`src/rtl/loa_byte_serial_adder.sv`:
```
// Byte-serial 32-bit Lower-part-OR Adder: low APPROX_BYTES bytes are A|B, the
// exact upper bytes are summed one per cycle through a single shared 8-bit RCA.

module rca_8bits (
    input  logic [7:0] a_i,
    input  logic [7:0] b_i,
    input  logic       cin_i,
    output logic [7:0] sum_o,
    output logic       cout_o
);
    logic [8:0] c;

    assign c[0] = cin_i;

    genvar g;
    generate
        for (g = 0; g < 8; g++) begin : g_fa
            assign sum_o[g]  = a_i[g] ^ b_i[g] ^ c[g];
            assign c[g+1]    = (a_i[g] & b_i[g]) | (c[g] & (a_i[g] ^ b_i[g]));
        end
    endgenerate

    assign cout_o = c[8];
endmodule

module loa_byte_serial_adder #(
    parameter int APPROX_BYTES = 1
) (
    input  logic        clk,
    input  logic        rst,
    input  logic        in_valid,
    output logic        in_ready,
    input  logic [31:0] in_a,
    input  logic [31:0] in_b,
    input  logic        in_cin,
    output logic        out_valid,
    input  logic        out_ready,
    output logic [31:0] out_sum,
    output logic        out_cout
);
    // Top bit of the OR'd region seeds the exact-part carry; unused when APPROX_BYTES==0.
    localparam int         CIDX = (APPROX_BYTES > 0) ? 8 * APPROX_BYTES - 1 : 0;
    localparam logic [1:0] IDX0 = 2'(APPROX_BYTES);

    typedef enum logic [1:0] {
        S_IDLE = 2'd0,
        S_ADD  = 2'd1,
        S_DONE = 2'd2
    } state_t;

    state_t      state_q, state_d;
    logic [31:0] a_q, a_d;
    logic [31:0] b_q, b_d;
    logic [31:0] sum_q, sum_d;
    logic        cout_q, cout_d;
    logic        carry_q, carry_d;
    logic [1:0]  idx_q, idx_d;

    logic [7:0]  rca_a, rca_b, rca_sum;
    logic        rca_cout;

    assign rca_a = a_q[{idx_q, 3'b000} +: 8];
    assign rca_b = b_q[{idx_q, 3'b000} +: 8];

    rca_8bits u_rca (
        .a_i    (rca_a),
        .b_i    (rca_b),
        .cin_i  (carry_q),
        .sum_o  (rca_sum),
        .cout_o (rca_cout)
    );

    always_comb begin
        state_d = state_q;
        a_d     = a_q;
        b_d     = b_q;
        sum_d   = sum_q;
        cout_d  = cout_q;
        carry_d = carry_q;
        idx_d   = idx_q;

        case (state_q)
            S_IDLE: begin
                if (in_valid) begin
                    a_d = in_a;
                    b_d = in_b;
                    for (int i = 0; i < 4; i++) begin
                        if (i < APPROX_BYTES)
                            sum_d[8*i +: 8] = in_a[8*i +: 8] | in_b[8*i +: 8];
                        else
                            sum_d[8*i +: 8] = 8'h00;
                    end
                    carry_d = (APPROX_BYTES == 0) ? in_cin : (in_a[CIDX] & in_b[CIDX]);
                    idx_d   = IDX0;
                    state_d = S_ADD;
                end
            end
            S_ADD: begin
                sum_d[{idx_q, 3'b000} +: 8] = rca_sum;
                carry_d = rca_cout;
                idx_d   = idx_q + 2'd1;
                if (idx_q == 2'd3) begin
                    cout_d  = rca_cout;
                    state_d = S_DONE;
                end
            end
            S_DONE: begin
                if (out_ready)
                    state_d = S_IDLE;
            end
            default: state_d = S_IDLE;
        endcase
    end

    always_ff @(posedge clk) begin
        if (rst) begin
            state_q <= S_IDLE;
            a_q     <= '0;
            b_q     <= '0;
            sum_q   <= '0;
            cout_q  <= 1'b0;
            carry_q <= 1'b0;
            idx_q   <= '0;
        end else begin
            state_q <= state_d;
            a_q     <= a_d;
            b_q     <= b_d;
            sum_q   <= sum_d;
            cout_q  <= cout_d;
            carry_q <= carry_d;
            idx_q   <= idx_d;
        end
    end

    assign in_ready  = (state_q == S_IDLE);
    assign out_valid = (state_q == S_DONE);
    assign out_sum   = sum_q;
    assign out_cout  = cout_q;
endmodule

```
`config.mk`:
```
export PLATFORM = sky130hd
export DESIGN_NAME = loa_byte_serial_adder
export DESIGN_NICKNAME = d
export VERILOG_FILES = /design/src/rtl/loa_byte_serial_adder.sv
export SDC_FILE = /design/constraint.sdc
export NUM_CORES = 1
export LEC_CHECK = 0
export ABC_CLOCK_PERIOD_IN_PS = 6000
export CAP_MARGIN = 20
export CORE_ASPECT_RATIO = 1.75
export CORE_UTILIZATION = 47
export DETAILED_ROUTE_END_ITERATION = 8
export PLACE_DENSITY = 0.74
export SLEW_MARGIN = 25
export SYNTH_ARGS = -nofsm -noshare
export SYNTH_HDL_FRONTEND = slang
export SYNTH_SLANG_ARGS = --single-unit
```
`constraint.sdc`:
```
create_clock -name clk -period 6 [get_ports clk]
set_clock_uncertainty 0.2 [all_clocks]
set_input_delay 0.9 -clock clk [delete_from_list [all_inputs] [get_ports clk]]
set_output_delay 0.9 -clock clk [all_outputs]
set_load 0.02 [all_outputs]
```
==> Word-level counts from Yosys, hierarchy flattened <==
Cells that the tools add are included.
{ "word_totals": {"ff_bits": 102, "latch_bits": 0, "ram_bits": 0, "romBits": 0, "in_bits": 69, "wordCells": 77, "n_memories": 0} }
{ "op_classes": {"addsub": 2, "multipliers": 0, "div": 0, "order_cmp": 0, "n_eq_ne": 6, "shifts": 4, "muxes": 10, "bitwise_logic": 42, "reduce_logical": 6} }
{ "ops": {"columns": ["cell", "n"], "rows": [
  ["$pmux W32 S2", 1],
  ["$shiftx A32 B6 Y8", 2],
  ["$bwmux W32", 1],
  ["$mux W32", 1],
  ["$shift A8 B7 Y32 const A", 1],
  ["$shiftx A8 B7 Y32", 1],
  ["$and A1 B1 Y1", 17],
  ["$xor A1 B1 Y1", 16],
  ["$or A1 B1 Y1", 8],
  ["$or A8 B8 Y8", 1],
  ["$neg A5 Y7", 1],
  ["$mux W2", 3],
  ["$pmux W2 S3", 1],
  ["$reduce_and A2 Y1", 3],
  ["$eq A2 B2 Y1 const B", 2],
  ["$ne A2 B2 Y1 const B", 2],
  ["$pmux W2 S2", 1],
  ["$reduce_and A3 Y1", 1],
  ["$add A2 B1 Y2 const B", 1],
  ["$eq A2 B1 Y1 const B", 1],
  ["$logic_not A2 Y1", 1],
  ["$ne A2 B1 Y1 const B", 1],
  ["$pmux W1 S2", 1],
  ["$reduce_bool A2 Y1", 1],
  ["$mux W1", 1]
]} }

==> Longest topological paths before layout <==
Gate-level depths: netlist of the first run.
{ "logic_depth": {"word_depth": 20, "ltp_mapped": 17, "ltp_nobuf": 16} }

==> Hierarchy <==
From an unflattened synthesis of the first run, not the netlist that was laid out.
{ "hier_totals": {"cells_unflattened": 494, "area_unflattened_um2": 4589.4} }
{ "modules_own_cells": {"columns": ["mod", "instances", "cells_per_inst", "area_per_inst_um2"], "rows": [
  ["loa_byte_serial_adder", 1, 476, 4391.7],
  ["rca_8bits", 1, 18, 197.7]
]} }

==> Worst setup path after synthesis of the first run <==
Ideal clock, no wire load.
{ "synth_path": {"kind": "register -> register", "startpoint": "register idx_q[1]", "endpoint": "register sum_q[7], in the netlist out_sum[7]", "setup_ns": 0.086, "t_arrival_ns": 4.259, "t_required_ns": 5.714, "path_slack_ns": 1.455, "stages_incl_launch_ff": 17, "cell_sequence": "dfxtp_1 -> clkbuf_1 -> mux4_2 -> inv_1 -> fa_1 -> fa_1 -> fa_1 -> fa_1 -> fa_1 -> inv_1 -> fa_1 -> inv_1 -> fa_1 -> inv_1 -> fa_1 -> or3b_1 -> a221oi_2"} }
{ "synth_via": {"elab_chain_len": 20, "word_cells_on_any_way": 44, "classes_between": "1 x add/sub; 4 x shift; 2 x mux; 37 x bitwise"} }
{ "synth_rtl": {"columns": ["element", "line_no", "rtl"], "rows": [
  ["from (decl)", "57", "logic [1:0] idx_q, idx_d;"],
  ["from (signal assigned)", "131", "idx_q <= idx_d;"],
  ["$shiftx A32 B6 Y8, on equally long branches", "62, 63", null],
  ["$xor A1 B1 Y1", "18, 19", null],
  ["$and A1 B1 Y1", "19", "assign c[g+1] = (a_i[g] & b_i[g]) | (c[g] & (a_i[g] ^ b_i[g]));"],
  ["$or A1 B1 Y1", "19", null],
  ["$and A1 B1 Y1", "19", null],
  ["$or A1 B1 Y1", "19", null],
  ["$and A1 B1 Y1", "19", null],
  ["$or A1 B1 Y1", "19", null],
  ["[... 4 more ...]", null, null],
  ["$and A1 B1 Y1", "19", null],
  ["$or A1 B1 Y1", "19", null],
  ["$and A1 B1 Y1", "19", null],
  ["$or A1 B1 Y1", "19", null],
  ["$xor A1 B1 Y1", "18", "assign sum_o[g] = a_i[g] ^ b_i[g] ^ c[g];"],
  ["$shiftx A8 B7 Y32", "99", "sum_d[{idx_q, 3'b000} +: 8] = rca_sum;"],
  ["$bwmux W32 (*)", "99", null],
  ["$pmux W32 S2 (*)", "82", "case (state_q)"],
  ["to (signal assigned)", "128", "sum_q <= sum_d;"],
  ["to (decl)", "54", "logic [31:0] sum_q, sum_d;"]
]} }
Every way passes the cells marked *; elsewhere a longest branch is shown, timed or not.
A chain may end at the register's enable or synchronous reset.

==> Final worst setup path of the first run <==
Ends and elaborated chain as after synthesis.

==> metrics.txt, run 1 <==
status finished clean; Critical-path top delay cell dfxtp_1; Yosys cell types 39; most frequent cells in the layout 130 x nand2_1, 102 x dfxtp_1, 101 x clkdlybuf4s50_1; Worst-Skew Late Latency 0.34 ns; CTS root buf clkbuf_16; Initial DRT Pass Iterations 5; nets between 600 and 700; Final Hold Fails 0; largest family of logic cells by synthesized area simple AND/OR/NAND/NOR gates; PD cells roughly 270 nW/um^2; die height between 100 and 150 um; post-synthesis sequential area ratio between 40 and 50%; Worst Hold Depth 2; CP endpoint kind flop; hold slack final around 0.25 ns; Worst path depth 15; placed cells ~690; largest net degree at the start of global routing 66; Overall Power roughly 1.6 mW; DRC 0; H-tree Lvls 3; WP data arrival 4.93 ns; fmax ~210 MHz; Routability Congestion between 0.8 and 0.9; Num CTS Buffers 9; DR vias/cell roughly 5.3; max-slew violations 0; Diodes inserted 0; Post-CTS Setup Repair Bufs 0; final non-filler cell total ~710; CTS Hold Bufs 0; Yosys Warn Count 0; GRT Total Usage 23.2%; vias in the first global route 3746; Worst Path Buf+Inv 4; core area 9470 um^2; final worst-path cycle share 81.2%; CP max FO 11; Die ar. ~10000 um^2; layout cells sized above 1 under 10%; mux contribution to synthesized area about 8.9%; maximum VDD drop about 0.18 mV; Core Rows 47; Netlist Area Pre-Place between 4000 and 5000 um^2; die width roughly 77 um; Final min period roughly 4.9 ns; syn avg cell area between 9 and 10 um^2; Slew @ Worst Pin 0.720 ns; crit start category flop; Seq cells post-synth 102; worst r2r path cells 15; hpwl dp about 8200 um; Synth Area in Compound Gates 17.0%; post-cts sizing count 0; most frequent cell on the critical path fa_1; r2r setup slk around 1.1 ns; IO Count 104; Pleak roughly 2.1 nW; XOR/XNOR Fraction of Synth Area 0%; most common cell after layout, fill and taps aside nand2_1; adder-cell area share of the yosys netlist about 4.6%; Max Cap Violations 0; Hold WC Path Type reg -> reg; CTS tree built; first-pass GRT wire length approximately 18000 um; clock slew at reported path FFs 0.06 ns; worst-path cell chain mux4_2 -> inv_1 -> fa_1 -> fa_1 -> fa_1 -> fa_1 -> fa_1 -> inv_1 -> fa_1 -> inv_1 -> fa_1 -> inv_1 -> fa_1 -> or3b_1 -> a221oi_2; initial antenna violation count 0; Crit path required time slightly above 6 ns; Area Growth Syn to Fin 29.1%; CTS sink count about 100; initial cell density of the core between 40% and 50%; syn nets ~580; CP top delay family adder cells; RSZ-0062 raised after global routing false; Port Buf Inserts between 100 and 150; Setup-failing EPs final 0; worst setup path class reg -> reg; simple-gate share of the synthesized area 18.5%; CTS Buffer Depth 2; Total Wirelength roughly 11000 um; WL per Instance ~16 um; setup tns final 0 ns; Congestion Overflow GR 0; Cells after Synth 497; First DRT Iteration DRCs 271; fillers around 800; max_slew headroom between 50% and 60%; worst stage delay on the critical path ~0.65 ns; via count about 3800; DRT antenna net count 0
area by class of cell:
cell class,count,area [um^2],area share (%)
sequential,102,2040,34.3
clock buffer,12,246,4.14
tap,122,153,2.57
clock inverter,4,70.1,1.18
multi-input combinational,330,2260,38.1
timing repair buffer,109,1070,18.0
inverter,28,105,1.77
path summary, 6_finish.rpt:
path,startpoint,to
setup reg to reg,idx_q[1],out_sum[7]
hold reg to reg,b_q[5],b_q[5]
setup / recovery,idx_q[1],out_sum[7]
hold / removal,b_q[5],b_q[5]
cells in the mapped netlist, drive strengths merged:
cell type  number  share of area [%]
nor3            1               0.11
and4            2               0.38
nor2            4               0.33
o2bb2ai        12                2.3
mux4           16                7.8
nand4b          1               0.19
nand4bb         1               0.60
or4b            8                1.7
nor2b           2               0.27
mux2            2               0.65
or3b            3               0.57
a22o            4               0.76
a21o            1               0.33
fa              8                3.5
o21ai           8               0.87
nor3b           3               0.60
a21oi          85                9.4
dfxtp         102                 44
and3b           1               0.19
clkbuf         11               0.90
nand3b          6               0.98
ha              4                1.1
or3             6               0.82
nand2b          3               0.41
nand2         131                 11
buf            26                3.5
nand3           2               0.22
o21ba           2               0.43
a221oi          8                2.6
nand4           2               0.27
a211oi          2               0.33
mux2i           2               0.43
inv            28                2.3
metal layers:
metal / wire [um] / global-route usage, % / vias up
met4: 414 / 13.0 / 0
met2: 6240 / 41.9 / 103
met5: 0 / 0 / -
met3: 382 / 3.72 / 26
li1: - / - / 1870
met1: 4370 / 25.4 / 1761
worst reg2reg max path: cells and delay by family, from the launching register on:
kind / cells / cell delay [ns]
buf+inv: 4 / 0.24
flops: 1 / 0.65
fa+ha+maj: 8 / 2.75
simple gates: 1 / 0.38
compound gates: 1 / 0.27
mux: 1 / 0.29
logic make-up after synthesis:
kind of cell,after synthesis
mux,20
fa+ha+maj,12
simple gates,176
buf+inv,65
flops,102
compound gates,122
report_power, final:
group	internal [mW]	switching, mW	total, mW
logic	0.131	0.148	0.279
registers	0.713	0.0194	0.732
clock network	0.376	0.242	0.617
state kept, by name, summed over array words and instances, names as in the netlist:
signal and count:
a_q 32, idx_q 2, carry_q 1, b_q 32, state_q 2, out_cout 1, out_sum 32
per-stage QoR:
stage / utilization [%] / worst slack (ns) / area [um^2]
final: 62.8 / 1.13 / 5950
after global placement: 59.5 / 1.27 / 5630
after detailed placement: 59.5 / 1.23 / 5630
after floorplan: - / 1.45 / 4610
after CTS: 62.8 / 1.16 / 5950
after global routing: 62.8 / 0.953 / 5950
No activity file was read; power rests on OpenSTA's default activity.
==> inputs of run 2 (changes only) <==
Settings changed: ABC_CLOCK_PERIOD_IN_PS 6000 to 4200, CORE_UTILIZATION 47 to 45, PLACE_DENSITY 0.74 to 0.75.
Clock period 6 ns to 4.2 ns, I/O delays scaled along.
==> run 2 against run 1 <==
The flow now finishes with violations (negative setup slack). Non-clock buffer count up 6. Critical path depth stayed put. Largest cell class unchanged. Maximum frequency up 12%. Power is 46% higher.
==> metrics.txt, run 2 (synthesis gave the netlist of run 1 again) <==
status finished, violations left (was finished clean); failing checks negative setup slack; fmax 231 MHz (was 205 MHz); GRT Total Usage 23.4% (was 23.2%); largest net degree at the start of global routing 65 (was 66); CP endpoint kind flop (unchanged); Slew @ Worst Pin 0.965 ns (was 0.720 ns); initial cell density of the core 46.5% (was 48.6%); Crit path required time 4.26 ns (was 6.05 ns); worst stage delay on the critical path 0.38 ns (was 0.65 ns); Port Buf Inserts 102 (unchanged); CTS tree built (unchanged); GRT Max-Usage Layer met2 (unchanged); IO Count 104 (unchanged); WL per Instance 16.4 um (was 16.1 um); Worst-Skew Late Latency 0.34 ns (about the same); hpwl dp 8470 um (was 8180 um); Final min period 4.34 ns (was 4.87 ns); first-pass GRT wire length 18900 um (was 18300 um); die height 136 um (was 133 um); CP max FO 4 (was 11); via count 3853 (was 3760); final worst-path cycle share 103% (was 81.2%); PD cells 392 nW/um^2 (was 274 nW/um^2); met3 GRT Util 4.56% (was 3.72%); end-of-flow core utilization 61.0% (was 62.8%); CTS Buffer Depth 2 (unchanged); WP data arrival 4.39 ns (was 4.93 ns); maximum VDD drop 0.247 mV (was 0.175 mV); hold slack final 0.252 ns (was 0.251 ns); Core Rows 48 (was 47); core area 9910 um^2 (was 9470 um^2); Total Wirelength 11700 um (was 11400 um); die width 78.5 um (was 76.8 um); initial antenna violation count 0 (unchanged); Critical-path top delay cell or3b_1 (was dfxtp_1); CP top delay family adder cells (unchanged); CTS root buf clkbuf_16 (unchanged); layout cells sized above 1 13.5% (was 9.91%); Area Growth Syn to Fin 31.2% (was 29.1%); Worst Path Buf+Inv 4 (unchanged); DRC 0 (unchanged); max_slew headroom 35.6% (was 52.0%); RSZ-0062 raised after global routing true (was false); met1 Track Usage GR 25.8% (was 25.4%); Num CTS Buffers 9 (unchanged); Max Cap Violations 0 (unchanged); Congestion Overflow GR 0 (unchanged); Die ar. 10700 um^2 (was 10200 um^2); met2 Use GR 41.1% (was 41.9%); Diodes inserted 0 (unchanged); crit start category flop (unchanged); worst-path cell chain mux4_2 -> inv_2 -> fa_2 -> fa_2 -> fa_2 -> fa_2 -> fa_2 -> inv_2 -> fa_2 -> inv_2 -> fa_2 -> inv_2 -> fa_2 -> or3b_1 -> a221oi_2 (was mux4_2 -> inv_1 -> fa_1 -> fa_1 -> fa_1 -> fa_1 -> fa_1 -> inv_1 -> fa_1 -> inv_1 -> fa_1 -> inv_1 -> fa_1 -> or3b_1 -> a221oi_2); Pleak 2.15 nW (was 2.11 nW); most frequent cells in the layout 130 x nand2_1, 101 x dfxtp_1, 101 x clkdlybuf4s50_1 (was 130 x nand2_1, 102 x dfxtp_1, 101 x clkdlybuf4s50_1); First DRT Iteration DRCs 316 (was 271); max-slew violations 0 (unchanged); most common cell after layout, fill and taps aside nand2_1 (unchanged); H-tree Lvls 3 (unchanged); Overall Power 2.37 mW (was 1.63 mW); Setup-failing EPs final 4 (was 0); clock slew at reported path FFs 0.07 ns (was 0.06 ns); nets 667 (was 661); Final Hold Fails 0 (unchanged); vias in the first global route 3895 (was 3746); CTS sink count 102 (unchanged); DRT antenna net count 0 (unchanged); most frequent cell on the critical path fa_2 (was fa_1); worst setup path class reg -> reg (unchanged); Initial DRT Pass Iterations 4 (was 5); DR vias/cell 5.38 (was 5.32); Setup WS post-layout -0.135 ns (was 1.13 ns); Hold WC Path Type reg -> reg (unchanged); Routability Congestion 0.832 (was 0.827); fillers 850 (was 811)
run 2: cell count changes in the layout (fill, tap and decap cells not counted), sizes merged:
cell and delta:
buf +6, clkbuf -1, clkinvlp +1
run 2: worst paths after layout:
| path | depth (start not counted) | slack (ns) | end | from |
|---|---|---|---|---|
| worst max-delay path | 15 | -0.14 | out_sum[7] | idx_q[0] |
| worst min-delay path | 2 | 0.25 | b_q[31] | b_q[31] |
| worst max register to register | 15 | -0.14 | out_sum[7] | idx_q[0] |
| worst min register to register | 2 | 0.25 | b_q[31] | b_q[31] |
run 2: what timing repair did:
action / in CTS / in global routing
setup endpoints to repair: 5 / 5
gates resized for setup: 3 / 1
buffers inserted: 2 / 0
hold buffers: 0 / 0
pin swaps: 5 / 3
run 2: layout make-up:
cell class | instances | area, um^2 | share of cell area [%]
clock buffer | 11 | 253 | 4.18
clock inverter | 5 | 81.3 | 1.35
inverter | 28 | 105 | 1.74
multi-input combinational | 330 | 2290 | 37.9
sequential | 102 | 2050 | 33.9
tap | 125 | 156 | 2.59
timing repair buffer | 115 | 1110 | 18.4
run 2: routing by layer:
metal	wire length [um]	vias to the layer above
met5	0	-
met4	547	0
met3	511	33
met2	6210	125
met1	4470	1816
li1	-	1879
run 2: stage by stage:
stage               setup WS [ns]  TNS [ns]  area (um^2)  std cells
finish                     -0.135    -0.416         6040        716
floorplan                 -0.0824   -0.0973         4630        497
detailed placement         -0.209    -0.535         5680        698
global route               -0.239    -0.801         6040        716
CTS                        -0.131    -0.310         6040        716
global placement           -0.145    -0.349         5680        698
run 2: tightest hold or removal path, cell delays in order (launching register included):
cell and delay [ns]:
dfxtp_1 0.31, nand2_1 0.05, a21oi_1 0.05
run 2: power breakdown:
| group | switching [mW] | internal (mW) |
|---|---|---|
| logic | 0.210 | 0.202 |
| registers | 0.0341 | 1.02 |
| clock network | 0.353 | 0.554 |
| total | 0.597 | 1.77 |
==> inputs of run 3 (changes only) <==
Settings changed: CORE_ASPECT_RATIO 1.75 to default, CORE_UTILIZATION 45 to 47, DONT_BUFFER_PORTS from default to 1, PLACE_DENSITY 0.75 to 0.63.
==> run 3 against run 2 <==
The run still ends with negative setup slack left. Cell area fell by 18%. Non-clock buffer count fell by 101. Combinational power fell by 26%. Maximum frequency rose by 1.2%. Clock power fell by 24%. Flip-flop and latch count did not move. Clock-buffer cell count did not move. Power fell by 13%. Sequential power barely moved.
==> metrics.txt, run 3 (synthesis gave the netlist of run 1 again) <==
first-pass GRT wire length 17600 um (was 18900 um); Port Buf Inserts 0 (was 102); vias in the first global route 3325 (was 3895); initial antenna violation count 0 (unchanged); CTS Buffer Depth 2 (unchanged); CTS tree built (unchanged); footprint of the multi-input gates 2290 um^2 (about the same); Final Hold Fails 0 (unchanged); nets 566 (was 667); max-slew violations 0 (unchanged); core area 9370 um^2 (was 9910 um^2); Setup-failing EPs final 3 (was 4); clock slew at reported path FFs 0.10 ns (was 0.07 ns); fillers 906 (was 850); worst-path cell chain mux4_2 -> inv_2 -> fa_2 -> fa_2 -> fa_2 -> fa_2 -> fa_2 -> inv_2 -> fa_2 -> inv_2 -> fa_2 -> inv_2 -> fa_2 -> or3b_1 -> a221oi_2 (unchanged); PD cells 417 nW/um^2 (was 392 nW/um^2); WP data arrival 4.37 ns (was 4.39 ns); die height 101 um (was 136 um); Max Cap Violations 0 (unchanged); worst setup path class reg -> reg (unchanged); final non-filler cell total 617 (was 716); RSZ-0062 raised after global routing true (unchanged); Die ar. 10200 um^2 (was 10700 um^2); CTS root buf clkbuf_8 (was clkbuf_16); maximum VDD drop 0.168 mV (was 0.247 mV); CTS sink count 102 (unchanged); worst stage delay on the critical path 0.38 ns (about the same); status finished, violations left (unchanged); Initial DRT Pass Iterations 4 (unchanged); Critical-path top delay cell dfxtp_4 (was or3b_1); CTS Hold Bufs 0 (unchanged); most frequent cells in the layout 130 x nand2_1, 101 x dfxtp_1, 82 x a21oi_1 (was 130 x nand2_1, 101 x dfxtp_1, 101 x clkdlybuf4s50_1); Worst-Skew Late Latency 0.37 ns (was 0.34 ns); Core Rows 35 (was 48); Diodes inserted 0 (unchanged); storage element area 2050 um^2 (unchanged); Setup WS post-layout -0.0852 ns (was -0.135 ns); initial cell density of the core 49.1% (was 46.5%); crit start category flop (unchanged); max_slew headroom 37.6% (was 35.6%); fmax 233 MHz (was 231 MHz); via count 3462 (was 3853); CP max FO 5 (was 4); failing checks negative setup slack (unchanged); Num CTS Buffers 9 (unchanged); Slew @ Worst Pin 0.934 ns (was 0.965 ns); IO Count 104 (unchanged); DRT antenna net count 0 (unchanged); DRC 0 (unchanged); placed cells 601 (was 698); setup tns final -0.243 ns (was -0.416 ns); hpwl dp 7840 um (was 8470 um); DR vias/cell 5.61 (was 5.38); H-tree Lvls 3 (unchanged); CP endpoint kind flop (unchanged); Overall Power 2.06 mW (was 2.37 mW); Routability Congestion 0.778 (was 0.832); Pleak 1.71 nW (was 2.15 nW); end-of-flow core utilization 52.6% (was 61.0%); layout cells sized above 1 16.2% (was 13.5%); Crit path required time 4.29 ns (was 4.26 ns); Worst Path Buf+Inv 4 (unchanged); WL per Instance 18.1 um (was 16.4 um); Area Growth Syn to Fin 7.06% (was 31.2%); most common cell after layout, fill and taps aside nand2_1 (unchanged); CP top delay family adder cells (unchanged); Final min period 4.29 ns (was 4.34 ns); hold slack final 0.122 ns (was 0.252 ns); die width 101 um (was 78.5 um); final worst-path cycle share 102% (was 103%); Hold WC Path Type in -> reg (was reg -> reg); largest net degree at the start of global routing 90 (was 65); most frequent cell on the critical path fa_2 (unchanged); Total Wirelength 11100 um (was 11700 um); First DRT Iteration DRCs 192 (was 316); GRT Total Usage 22.9% (was 23.4%); Congestion Overflow GR 0 (unchanged)
## run 3: through the flow
stage | setup WS (ns) | cell area [um^2]
finish | -0.0852 | 4930
global route | -0.186 | 4930
CTS | -0.127 | 4900
detailed placement | -0.189 | 4680
global placement | -0.144 | 4680
floorplan | -0.0824 | 4630
## run 3: worst register-to-register path, delay by kind of cell, from the launching register on
family	cells	cell delay, ns
buffers and inverters	4	0.21
AOI/OAI and AO/OA	1	0.23
and+or+nand+nor	1	0.37
adders and majority gates	8	2.49
muxes	1	0.34
DFF	1	0.38
## run 3: area by class of cell
| cell class | instances | share of cell area [%] |
|---|---|---|
| clock inverter | 3 | 1.40 |
| tap | 129 | 3.27 |
| timing repair buffer | 14 | 2.21 |
| multi-input combinational | 330 | 46.4 |
| inverter | 28 | 2.13 |
| clock buffer | 11 | 3.07 |
| sequential | 102 | 41.5 |
## run 3: final timing paths
path                            startpoint          to  slack [ns]  cells after the start
worst max register to register    idx_q[0]  out_sum[7]       -0.09                     15
worst min-delay path                   rst     b_q[11]        0.12                      1
worst min register to register      a_q[4]      a_q[4]        0.25                      2
worst max-delay path              idx_q[0]  out_sum[7]       -0.09                     15
## run 3: routing by layer
layer / share of wire, % / track usage [%] / vias to the layer above / wire [um]
met5: 0 / 0 / - / 0
met2: 45 / 34.3 / 111 / 5050
met4: 0.86 / 6.47 / 0 / 96
met3: 8.0 / 6.87 / 6 / 889
li1: - / - / 1681 / -
met1: 46 / 32.1 / 1664 / 5110
## run 3: power by group
group          leakage, nW  internal, mW  switching [mW]
combinational        0.768         0.135           0.169
sequential           0.835          1.02          0.0466
clock                0.111         0.363           0.325
## run 3: what timing repair did
item,CTS,global route
buffers inserted,0,2
resized for setup,3,3
endpoints found under the setup margin,4,4
pin swaps,4,3
